===== config.mk =====
export PLATFORM = sky130hd
export DESIGN_NAME = cell_vector_sequencer_flat
export DESIGN_NICKNAME = d
export VERILOG_FILES = /design/src/rtl/cell_tb_pkg.sv /design/src/rtl/cell_vector_sequencer_if.sv /design/src/rtl/cell_vector_sequencer_settle_timer.sv /design/src/rtl/cell_vector_sequencer.sv /design/src/flat_wrapper.sv
export SDC_FILE = /design/constraint.sdc
export NUM_CORES = 1
export LEC_CHECK = 0
export ABC_CLOCK_PERIOD_IN_PS = 5330
export BUFFER_PORTS_ARGS = -buffer_cell sky130_fd_sc_hd__buf_2
export CAP_MARGIN = 20
export CORE_MARGIN = 2
export CORE_UTILIZATION = 30
export CTS_BUF_LIST = sky130_fd_sc_hd__clkbuf_8
export DETAILED_ROUTE_END_ITERATION = 8
export SLEW_MARGIN = 20
export SYNTH_ARGS = -nofsm -noshare
export SYNTH_HDL_FRONTEND = slang
export SYNTH_SLANG_ARGS = --single-unit
export TNS_END_PERCENT = 50

===== constraint.sdc =====
create_clock -name clk -period 5.33 [get_ports clk]
set_clock_uncertainty 0.1 [all_clocks]
set_input_delay 0.533 -clock clk [delete_from_list [all_inputs] [get_ports clk]]
set_output_delay 0.533 -clock clk [all_outputs]
set_load 0.01 [all_outputs]

===== src/rtl/cell_tb_pkg.sv =====
`default_nettype none
// ============================================================================
// Module   : cell_tb_pkg
// Purpose  : Shared types and golden truth tables for the standard-cell
//            vector sequencers (sweep FSM states, per-cell golden outputs).
// Revision : 1.0  initial release
// ============================================================================
package cell_tb_pkg;

  // Upper bound on the programmable settle time; sizes the settle counter.
  localparam int SETTLE_MAX = 15;
  localparam int SETTLE_W   = 4;

  // Golden outputs, bit i = expected ZN for input vector i.
  // 6-input cells use the order {A1,A2,B1,B2,C1,C2}, MSB = A1.
  localparam logic [63:0] TRUTH_AOI222 = 64'h0000_0777_0777_0777;
  localparam logic [63:0] TRUTH_AO222  = 64'hFFFF_F888_F888_F888;
  localparam logic [63:0] TRUTH_OAI222 = 64'h111F_111F_111F_FFFF;
  localparam logic [63:0] TRUTH_OA222  = 64'hEEE0_EEE0_EEE0_0000;
  // 5-input cell, order {A1,A2,B1,B2,C}, MSB = A1.
  localparam logic [31:0] TRUTH_AOI221 = 32'h0015_1515;

  // Sweep FSM states.
  typedef enum logic [1:0] {
    ST_IDLE   = 2'd0,
    ST_SETTLE = 2'd1,
    ST_CHECK  = 2'd2,
    ST_DONE   = 2'd3
  } state_t;

endpackage : cell_tb_pkg
`default_nettype wire


===== src/rtl/cell_vector_sequencer_if.sv =====
`default_nettype none
// ============================================================================
// Module   : cell_vector_sequencer_if
// Purpose  : Bundle between the vector sequencer (master) and the cell
//            environment (slave): start/resp in, stimulus and results out.
// Revision : 1.0  initial release
// ============================================================================
interface cell_vector_sequencer_if #(
  parameter int N_IN = 6
) ();

  logic            start;
  logic            resp;
  logic [N_IN-1:0] stim;
  logic            busy;
  logic            done;
  logic            pass;
  logic [N_IN:0]   err_count;
  logic            first_err_valid;
  logic [N_IN-1:0] first_err_idx;

  // Sequencer side.
  modport master (
    input  start, resp,
    output stim, busy, done, pass, err_count, first_err_valid, first_err_idx
  );

  // Environment side: drives start and the cell output, observes results.
  modport slave (
    output start, resp,
    input  stim, busy, done, pass, err_count, first_err_valid, first_err_idx
  );

endinterface : cell_vector_sequencer_if
`default_nettype wire


===== src/rtl/cell_vector_sequencer_settle_timer.sv =====
`default_nettype none
// ============================================================================
// Module   : settle_timer
// Purpose  : Loadable up-counter; load forces the count to 1, enable adds 1,
//            expire is high while the count equals LIMIT.
// Revision : 1.0  initial release
// ============================================================================
module settle_timer #(
  parameter int               WIDTH = 4,
  parameter logic [WIDTH-1:0] LIMIT = 4'd2
) (
  input  wire logic clk,
  input  wire logic rst,
  input  wire logic i_load,
  input  wire logic i_en,
  output logic      o_expire
);

  logic [WIDTH-1:0] r_count;

  // Count register: load has priority over increment.
  always_ff @(posedge clk or posedge rst) begin
    if (rst) begin
      r_count <= '0;
    end else if (i_load) begin
      r_count <= WIDTH'(1);
    end else if (i_en) begin
      r_count <= r_count + WIDTH'(1);
    end
  end

  assign o_expire = (r_count == LIMIT);

endmodule : settle_timer
`default_nettype wire


===== src/rtl/cell_vector_sequencer.sv =====
`default_nettype none
// ============================================================================
// Module   : cell_vector_sequencer
// Purpose  : Exhaustive clocked check of a combinational cell. Sweeps every
//            input vector in binary order, holds each for SETTLE cycles,
//            samples the cell output in a single CHECK cycle and compares it
//            with the golden TRUTH table. Reports error count, first failing
//            vector and pass/done.
// Revision : 1.0  initial release
// ============================================================================
module cell_vector_sequencer
  import cell_tb_pkg::*;
#(
  parameter int                 N_IN   = 6,
  parameter int                 SETTLE = 2,           // legal 1..SETTLE_MAX
  parameter logic [2**N_IN-1:0] TRUTH  = TRUTH_AOI222
) (
  input wire logic                 clk,
  input wire logic                 rst,
  cell_vector_sequencer_if.master  bus
);

  // Last vector index, held one bit wider so the final compare needs no wrap.
  localparam logic [N_IN:0]     c_LAST   = {1'b0, {N_IN{1'b1}}};
  localparam logic [SETTLE_W-1:0] c_SETTLE = SETTLE_W'(SETTLE);

  state_t          r_state;
  state_t          w_state_next;

  logic [N_IN:0]   r_idx;
  logic [N_IN:0]   r_err;
  logic            r_busy;
  logic            r_done;
  logic            r_pass;
  logic            r_fev;
  logic [N_IN-1:0] r_fei;

  logic            w_start_ok;
  logic            w_last;
  logic            w_expect;
  logic            w_mismatch;
  logic [N_IN:0]   w_err_next;
  logic            w_tmr_load;
  logic            w_tmr_en;
  logic            w_tmr_expire;

  settle_timer #(
    .WIDTH (SETTLE_W),
    .LIMIT (c_SETTLE)
  ) u_settle_timer (
    .clk      (clk),
    .rst      (rst),
    .i_load   (w_tmr_load),
    .i_en     (w_tmr_en),
    .o_expire (w_tmr_expire)
  );

  // start only counts when no sweep is running
  assign w_start_ok = bus.start && ((r_state == ST_IDLE) || (r_state == ST_DONE));
  assign w_last     = (r_idx == c_LAST);
  assign w_expect   = TRUTH[r_idx[N_IN-1:0]];
  // Case inequality so an X/Z cell output is flagged in simulation.
  assign w_mismatch = (r_state == ST_CHECK) && (bus.resp !== w_expect);
  assign w_err_next = r_err + {{N_IN{1'b0}}, w_mismatch};

  // State register.
  always_ff @(posedge clk or posedge rst) begin
    if (rst) begin
      r_state <= ST_IDLE;
    end else begin
      r_state <= w_state_next;
    end
  end

  // Next-state decode and settle-timer control.
  always_comb begin
    w_state_next = r_state;
    w_tmr_load   = 1'b0;
    w_tmr_en     = 1'b0;
    case (r_state)
      ST_IDLE, ST_DONE: begin
        if (w_start_ok) begin
          w_state_next = ST_SETTLE;
          w_tmr_load   = 1'b1;
        end
      end
      ST_SETTLE: begin
        if (w_tmr_expire) begin
          w_state_next = ST_CHECK;
        end else begin
          w_tmr_en = 1'b1;
        end
      end
      ST_CHECK: begin
        if (w_last) begin
          w_state_next = ST_DONE;
        end else begin
          w_state_next = ST_SETTLE;
          w_tmr_load   = 1'b1;
        end
      end
      default: begin
        w_state_next = ST_IDLE;
      end
    endcase
  end

  // Vector index, result counters and status flags.
  always_ff @(posedge clk or posedge rst) begin
    if (rst) begin
      r_idx  <= '0;
      r_err  <= '0;
      r_busy <= 1'b0;
      r_done <= 1'b0;
      r_pass <= 1'b0;
      r_fev  <= 1'b0;
      r_fei  <= '0;
    end else begin
      case (r_state)
        ST_IDLE, ST_DONE: begin
          if (w_start_ok) begin
            r_idx  <= '0;
            r_err  <= '0;
            r_busy <= 1'b1;
            r_done <= 1'b0;
            r_pass <= 1'b0;
            r_fev  <= 1'b0;
            r_fei  <= '0;
          end
        end
        ST_CHECK: begin
          r_err <= w_err_next;
          if (w_mismatch && !r_fev) begin
            r_fev <= 1'b1;
            r_fei <= r_idx[N_IN-1:0];
          end
          if (w_last) begin
            // Final vector: stim stays on the all-ones vector.
            r_busy <= 1'b0;
            r_done <= 1'b1;
            r_pass <= (w_err_next == '0);
          end else begin
            // Advancing here keeps stim stable through the CHECK cycle itself.
            r_idx <= r_idx + {{N_IN{1'b0}}, 1'b1};
          end
        end
        default: begin
        end
      endcase
    end
  end

  assign bus.stim            = r_idx[N_IN-1:0];
  assign bus.busy            = r_busy;
  assign bus.done            = r_done;
  assign bus.pass            = r_pass;
  assign bus.err_count       = r_err;
  assign bus.first_err_valid = r_fev;
  assign bus.first_err_idx   = r_fei;

endmodule : cell_vector_sequencer
`default_nettype wire


===== src/flat_wrapper.sv =====
// flat-port wrapper written by rule: the top's interface ports become plain ports
module cell_vector_sequencer_flat import cell_tb_pkg::*;
#(
  parameter int                 N_IN   = 6,
  parameter int                 SETTLE = 2,                                 
  parameter logic [2**N_IN-1:0] TRUTH  = TRUTH_AOI222
)
  (clk, rst, bus_start, bus_resp, bus_stim, bus_busy, bus_done, bus_pass, bus_err_count, bus_first_err_valid, bus_first_err_idx);
  cell_vector_sequencer_if #(.N_IN(N_IN)) bus_i ();
  input wire logic clk;
  input wire logic rst;
  input wire logic [$bits(bus_i.start)-1:0] bus_start;
  input wire logic [$bits(bus_i.resp)-1:0] bus_resp;
  output wire logic [$bits(bus_i.stim)-1:0] bus_stim;
  output wire logic [$bits(bus_i.busy)-1:0] bus_busy;
  output wire logic [$bits(bus_i.done)-1:0] bus_done;
  output wire logic [$bits(bus_i.pass)-1:0] bus_pass;
  output wire logic [$bits(bus_i.err_count)-1:0] bus_err_count;
  output wire logic [$bits(bus_i.first_err_valid)-1:0] bus_first_err_valid;
  output wire logic [$bits(bus_i.first_err_idx)-1:0] bus_first_err_idx;
  assign bus_i.start = bus_start;
  assign bus_i.resp = bus_resp;
  assign bus_stim = bus_i.stim;
  assign bus_busy = bus_i.busy;
  assign bus_done = bus_i.done;
  assign bus_pass = bus_i.pass;
  assign bus_err_count = bus_i.err_count;
  assign bus_first_err_valid = bus_i.first_err_valid;
  assign bus_first_err_idx = bus_i.first_err_idx;
  cell_vector_sequencer #(.N_IN(N_IN), .SETTLE(SETTLE), .TRUTH(TRUTH)) u_core (.clk(clk), .rst(rst), .bus(bus_i));
endmodule

==> results of run 1 <==
==> routing by layer <==
metal  vias to the layer above  wire (um)  GRT usage
li1                        677          -          -
met1                       618       1880      0.183
met2                        30       1500      0.181
met3                         8        206     0.0362
met4                         0         85     0.0661
met5                         -          0          0
==> sequential cells by signal, indices dropped and copies added (netlist names) <==
signal / cells
u_core.bus.busy: 1
u_core.bus.done: 1
u_core.bus.err_count: 7
u_core.bus.first_err_idx: 6
u_core.bus.first_err_valid: 1
u_core.bus.pass: 1
u_core.r_idx: 7
u_core.r_state: 2
u_core.u_settle_timer.r_count: 4
==> power groups by stage <==
stage / combinational, mW / clock [mW] / sequential [mW]
floorplan: 0.0676 / 0 / 0.295
global placement: 0.104 / 0 / 0.294
detailed placement: 0.105 / 0 / 0.294
CTS: 0.106 / 0.241 / 0.290
global route: 0.117 / 0.252 / 0.296
finish: 0.104 / 0.235 / 0.290
==> kinds of logic (layout without fill, tap and decap cells) <==
logic type | after synthesis | after routing | share of synthesized area
DFF | 30 | 30 | 0.435
muxes | 10 | 10 | 0.0581
adders and majority gates | 9 | 9 | 0.0653
AOI/OAI and AO/OA | 41 | 41 | 0.171
buffers and inverters | 26 | 49 | 0.0762
and+or+nand+nor | 61 | 61 | 0.179
xor gates and xnor gates | 3 | 3 | 0.0152
==> how the worst min path moves through the flow <==
stage	start	end	cells past startpoint
finish	rst	u_core.r_idx[5]	3
global route	rst	u_core.r_idx[2]	3
CTS	rst	u_core.r_idx[5]	3
detailed placement	u_core.bus.busy	u_core.bus.busy	1
global placement	u_core.bus.busy	u_core.bus.busy	1
floorplan	u_core.r_state[1]	u_core.r_state[1]	2
==> worst register-to-register path, stage by stage, from the launching register on <==
cell and delay (ns):
dfrtp_1 0.38, ha_1 0.23, inv_1 0.06, ha_1 0.16
nand2b_1 0.14, and4_1 0.22, o21a_1 0.17, ha_1 0.22
ha_1 0.26, or4_4 0.43, a211oi_2 0.24, a32o_1 0.18
==> area by class of cell <==
class,instances,share of cell area
clock inverters,3,0.0227
clock buffers,5,0.0346
well taps,72,0.0453
multi-input cells,124,0.424
flip-flops and latches,30,0.378
repair buffers,27,0.0693
inverters,14,0.0264
==> per-stage QoR <==
| step | util | setup slack, ns | hold slack (ns) | cells | power, mW |
|---|---|---|---|---|---|
| 2_1_floorplan | - | 2.67 | 0.404 | 180 | 0.363 |
| 3_3_place_gp | 0.338 | 2.59 | 0.375 | 267 | 0.397 |
| 3_5_place_dp | 0.338 | 2.50 | 0.367 | 267 | 0.400 |
| 4_1_cts | 0.359 | 2.48 | 0.222 | 275 | 0.636 |
| 5_1_grt | 0.359 | 2.34 | 0.258 | 275 | 0.665 |
| 6_report | 0.359 | 2.48 | 0.205 | 275 | 0.629 |
==> cells in the mapped netlist (all sizes together), types with 5 or more instances <==
library cell	number	area share
a21oi	8	0.023
buf	10	0.041
dfrtp	30	0.44
ha	9	0.065
inv	14	0.030
mux2i	10	0.058
nand2	26	0.057
nand2b	6	0.022
nand3	7	0.020
nor2	5	0.012
nor3	6	0.020
==> results.md, run 1 <==
* Clk sink count at 30
* Crit Path Class: flop to flop
* Gate Count Post-Synth at 180
* Sw frac at 0.287
* Wire per inst at 13.3 um
* Avg Cell Area, Syn at 9.58 um2
* Antenna cells at 0
* Most common flop cell mapped by yosys: dfrtp_1
* Worst EP required at 5.45 ns
* Pwr dens at 316 nW/um2
* Routed WL at 3.67 mm
* R2R Path Start: u_core.r_idx[1]
* Clock Pin Slew Worst Setup and Hold Paths at 0.08 ns
* Critical Path AT at 2.97 ns
* Worst r2r path cells at 11
* Chip width at 79.8 um
* Port Buffer Count at 26
* Skew-Pair Late Insertion Delay at 0.29 ns
* Fin crit period at 2.85 ns
* Pins Over Slew Limit at 0
* Routability congestion estimate at 0.834
* Multi-input gate area at 842 um2
* Post-DP Area at 1870 um2
* Comb pwr share at 0.165
* Sequential power share at 0.462
* Clk root buf: clkbuf_8
* RR Endpoint: u_core.bus.pass
* CP startpoint kind: flop
* RSZ-0062 raised after global routing: false
* Max stage delay on crit path at 0.43 ns
* Via/cell ratio at 4.85
* Nets at 215
* Most frequent cells in the layout: dfrtp_1 (30), nand2_1 (26), buf_2 (26)
* Post-CTS Hold Buffers at 0
* Mapped Area at 1720 um2
* Register bit count reported by yosys at 30
* Dpl hpwl at 2.63 mm
* Post-CTS Setup Bufs at 0
* DRC viols at 0
* Final setup violating endpoints at 0
* Routed Antenna Nets at 0
* Max_slew headroom at 0.542
* Boundary pin count at 27
* Syn Nets at 193
* Htree depth at 2
* Library cells used by synthesis at 44
* CP Cell Sequence: ha_1, inv_1, ha_1, nand2b_1, and4_1, o21a_1, ha_1, ha_1, or4_4, a211oi_2, a32o_1
* CTS tree: done
* Synth Warn # at 0
* Initial Utilization at 0.311
* Largest net degree at the start of global routing at 31
* CP Max Fanout at 6
* Post-CTS Resized at 0
* Clock share of power at 0.373
* # rows at 27
* Clk buf depth at 2
* Post-synth EDFFs at 0
* Status: completed
* DIE AREA at 6370 um2
* Initial antenna violation count at 0
* NetSw at 0.181 mW
* Internal reg-to-reg setup slack at 2.48 ns
* CTS Buf Count at 5
* Worst slew pin tran at 0.686 ns
* All-Layer GR Usage at 0.130
* Worst Setup SP: u_core.r_idx[1]
* Setup TNS at 0 ns
* CP endpoint: u_core.bus.pass
* Critical path's most frequent cell: ha_1
* Via count of the routed design at 1333
* Max Freq at 351 MHz
* Register area share after synthesis at 0.435
* Register Area at 751 um2
* Core area at 5540 um2
* Leak Pwr at 0.967 nW
* Commonest non-fill, non-tap cell in the layout: dfrtp_1
* Max Cap Viol at 0
* Filler cell count at 576
* First-pass GRT wire length at 6.37 mm
* Internal Pwr Total at 0.448 mW
* DR iter-0 viols at 103
* Critical-path top delay cell: or4_4
* Finished Cell Area at 1990 um2
* FFs w/ async S/R, synth at 1.00
* Fin crit share at 0.535
* Nature of the critical path endpoint: flop
* Vias in the first global route at 1301
* HP Class: input port to asynchronous set/reset pin
* CP Buf/Inv Count at 1
* Height of the die at 79.8 um
* Final Hold Vio Count at 0
* Grt ovf at 0
* Area Overhead vs Synth at 15.2%
* Share of cells above drive strength 1 at 0.202
* Stages on worst setup path at 11
* Worst VDD drop at 112 uV
* DRT Pass-1 Iters at 4
* Crit path max-delay family: adder cells
(Power assumes the default switching activity.)
==> run 2: changes to the inputs <==
--- a/config.mk
+++ b/config.mk
@@ -5,7 +5,7 @@
 export SDC_FILE = /design/constraint.sdc
 export NUM_CORES = 1
 export LEC_CHECK = 0
-export ABC_CLOCK_PERIOD_IN_PS = 5330
+export ABC_CLOCK_PERIOD_IN_PS = 2750
 export BUFFER_PORTS_ARGS = -buffer_cell sky130_fd_sc_hd__buf_2
 export CAP_MARGIN = 20
 export CORE_MARGIN = 2
==> constraint.sdc (replaced) <==
create_clock -name clk -period 2.75 [get_ports clk]
set_clock_uncertainty 0.1 [all_clocks]
set_input_delay 0.275 -clock clk [delete_from_list [all_inputs] [get_ports clk]]
set_output_delay 0.275 -clock clk [all_outputs]
set_load 0.01 [all_outputs]
==> run 2 against run 1 <==
Compared with the run above: first-iteration DRC count shrank 35%; via count grew 4.7%; sequential cell count is the same; setup slack lost 2.3 ns; count of clock-buffer cells in the layout grew 1; combinational power grew 95%; largest cell class unchanged.
==> results.md, run 2 (same netlist as run 1, synthesis figures left out) <==
* Commonest non-fill, non-tap cell in the layout: dfrtp_1
* Worst VDD drop at 219 uV
* RR Endpoint: u_core.bus.pass
* Max Cap Viol at 0
* Initial Utilization at 0.311
* Fin crit share at 0.946
* Leak Pwr at 1.01 nW
* Internal reg-to-reg setup slack at 0.15 ns
* DR iter-0 viols at 67
* Power Total at 1.13 mW
* Clk buf depth at 2
* Boundary pin count at 27
* Wire per inst at 13.8 um
* All-Layer GR Usage at 0.134
* Critical Path AT at 2.72 ns
* Final setup violating endpoints at 0
* Routed WL at 3.88 mm
* Share of cells above drive strength 1 at 0.238
* Filler cell count at 575
* Chip width at 79.8 um
* First-pass GRT wire length at 6.60 mm
* Final core utilization at 0.366
* Core area at 5540 um2
* Max_slew headroom at 0.509
* Routed Antenna Nets at 0
* CTS tree: done
* Htree depth at 2
* Routability congestion estimate at 0.829
* Most frequent cells in the layout: dfrtp_1 (30), nand2_1 (26), buf_2 (26)
* Max Freq at 384 MHz
* Antenna cells at 0
* Skew-Pair Late Insertion Delay at 0.28 ns
* RSZ-0062 raised after global routing: false
* Clock Pin Slew Worst Setup and Hold Paths at 0.07 ns
* Via/cell ratio at 4.95
* Clk sink count at 30
* Clk root buf: clkbuf_8
* Status: completed
* Fin crit period at 2.60 ns
* Final Hold Vio Count at 0
* CTS Buf Count at 5
* Vias in the first global route at 1355
* Grt ovf at 0
* Pwr dens at 556 nW/um2
* Worst slew pin tran at 0.736 ns
* Via count of the routed design at 1395
* DRC viols at 0
* Nature of the critical path endpoint: flop
* Post-CTS Hold Buffers at 0
* # rows at 27
* DRT Pass-1 Iters at 4
* CP startpoint kind: flop
* CP endpoint: u_core.bus.pass
* Initial antenna violation count at 0
* DIE AREA at 6370 um2
* Dpl hpwl at 2.80 mm
* Port Buffer Count at 26
* Largest net degree at the start of global routing at 20
* Worst r2r path cells at 11
* CP Max Fanout at 3
* Worst Setup SP: u_core.r_idx[1]
* HP Class: input port to asynchronous set/reset pin
* R2R Path Start: u_core.r_idx[1]
* Setup TNS at 0 ns
* Crit Path Class: flop to flop
* Nets at 222
* Worst EP required at 2.87 ns
* Pins Over Slew Limit at 0
* Area Overhead vs Synth at 17.6%
* Height of the die at 79.8 um
==> run 2: critical path: stages (launching register included) <==
cell      delay (ns)
dfrtp_1         0.38
ha_1            0.18
inv_1           0.05
ha_1            0.16
nand2b_1        0.15
and4_4          0.19
o21a_1          0.16
ha_1            0.19
ha_2            0.19
or4_4           0.41
a211oi_2        0.22
a32o_1          0.17
==> run 2: worst min path at each step <==
| stage | to | cells past startpoint | from | slack (ns) |
|---|---|---|---|---|
| after floorplan | u_core.bus.busy | 1 | rst | 0.27 |
| after global placement | u_core.u_settle_timer.r_count[3] | 2 | rst | 0.36 |
| after detailed placement | u_core.bus.done | 2 | rst | 0.35 |
| after CTS | u_core.u_settle_timer.r_count[3] | 2 | rst | 0.04 |
| after global routing | u_core.u_settle_timer.r_count[3] | 2 | rst | 0.09 |
| final | u_core.u_settle_timer.r_count[3] | 2 | rst | 0.006 |
==> run 2: power by group <==
group	switching, mW	internal, mW
combinational	0.0932	0.109
clock	0.169	0.198
sequential	0.0657	0.493
==> run 2: per-layer routing <==
layer / vias up / wire length (um) / share of wire / global-route usage
li1: 695 / - / - / -
met1: 660 / 1970 / 0.51 / 0.186
met2: 35 / 1640 / 0.42 / 0.191
met3: 5 / 211 / 0.054 / 0.0351
met4: 0 / 61 / 0.016 / 0.0661
met5: - / 0 / 0 / 0
==> run 2: final cells by class <==
class	instances	area, um2	area share
repair buffers	34	190	0.0938
flip-flops and latches	30	751	0.370
inverters	14	52.6	0.0259
clock buffers	6	82.6	0.0407
clock inverters	2	8.76	0.00432
multi-input cells	124	852	0.420
well taps	72	90.1	0.0444
==> run 2: metrics by stage <==
step | hold slack (ns) | setup slack [ns] | area, um2 | std cells
2_1_floorplan | 0.266 | 0.0926 | 1720 | 180
3_3_place_gp | 0.356 | 0.138 | 1920 | 273
3_5_place_dp | 0.348 | 0.0840 | 1920 | 273
4_1_cts | 0.0438 | 0.0720 | 2010 | 281
5_1_grt | 0.0878 | 0.00255 | 2030 | 282
6_report | 0.00613 | 0.147 | 2030 | 282
==> run 2: timing repair <==
item,4_1_cts,5_1_grt
resized for setup,0,3
endpoints found under the setup margin,0,1
buffers inserted,0,1
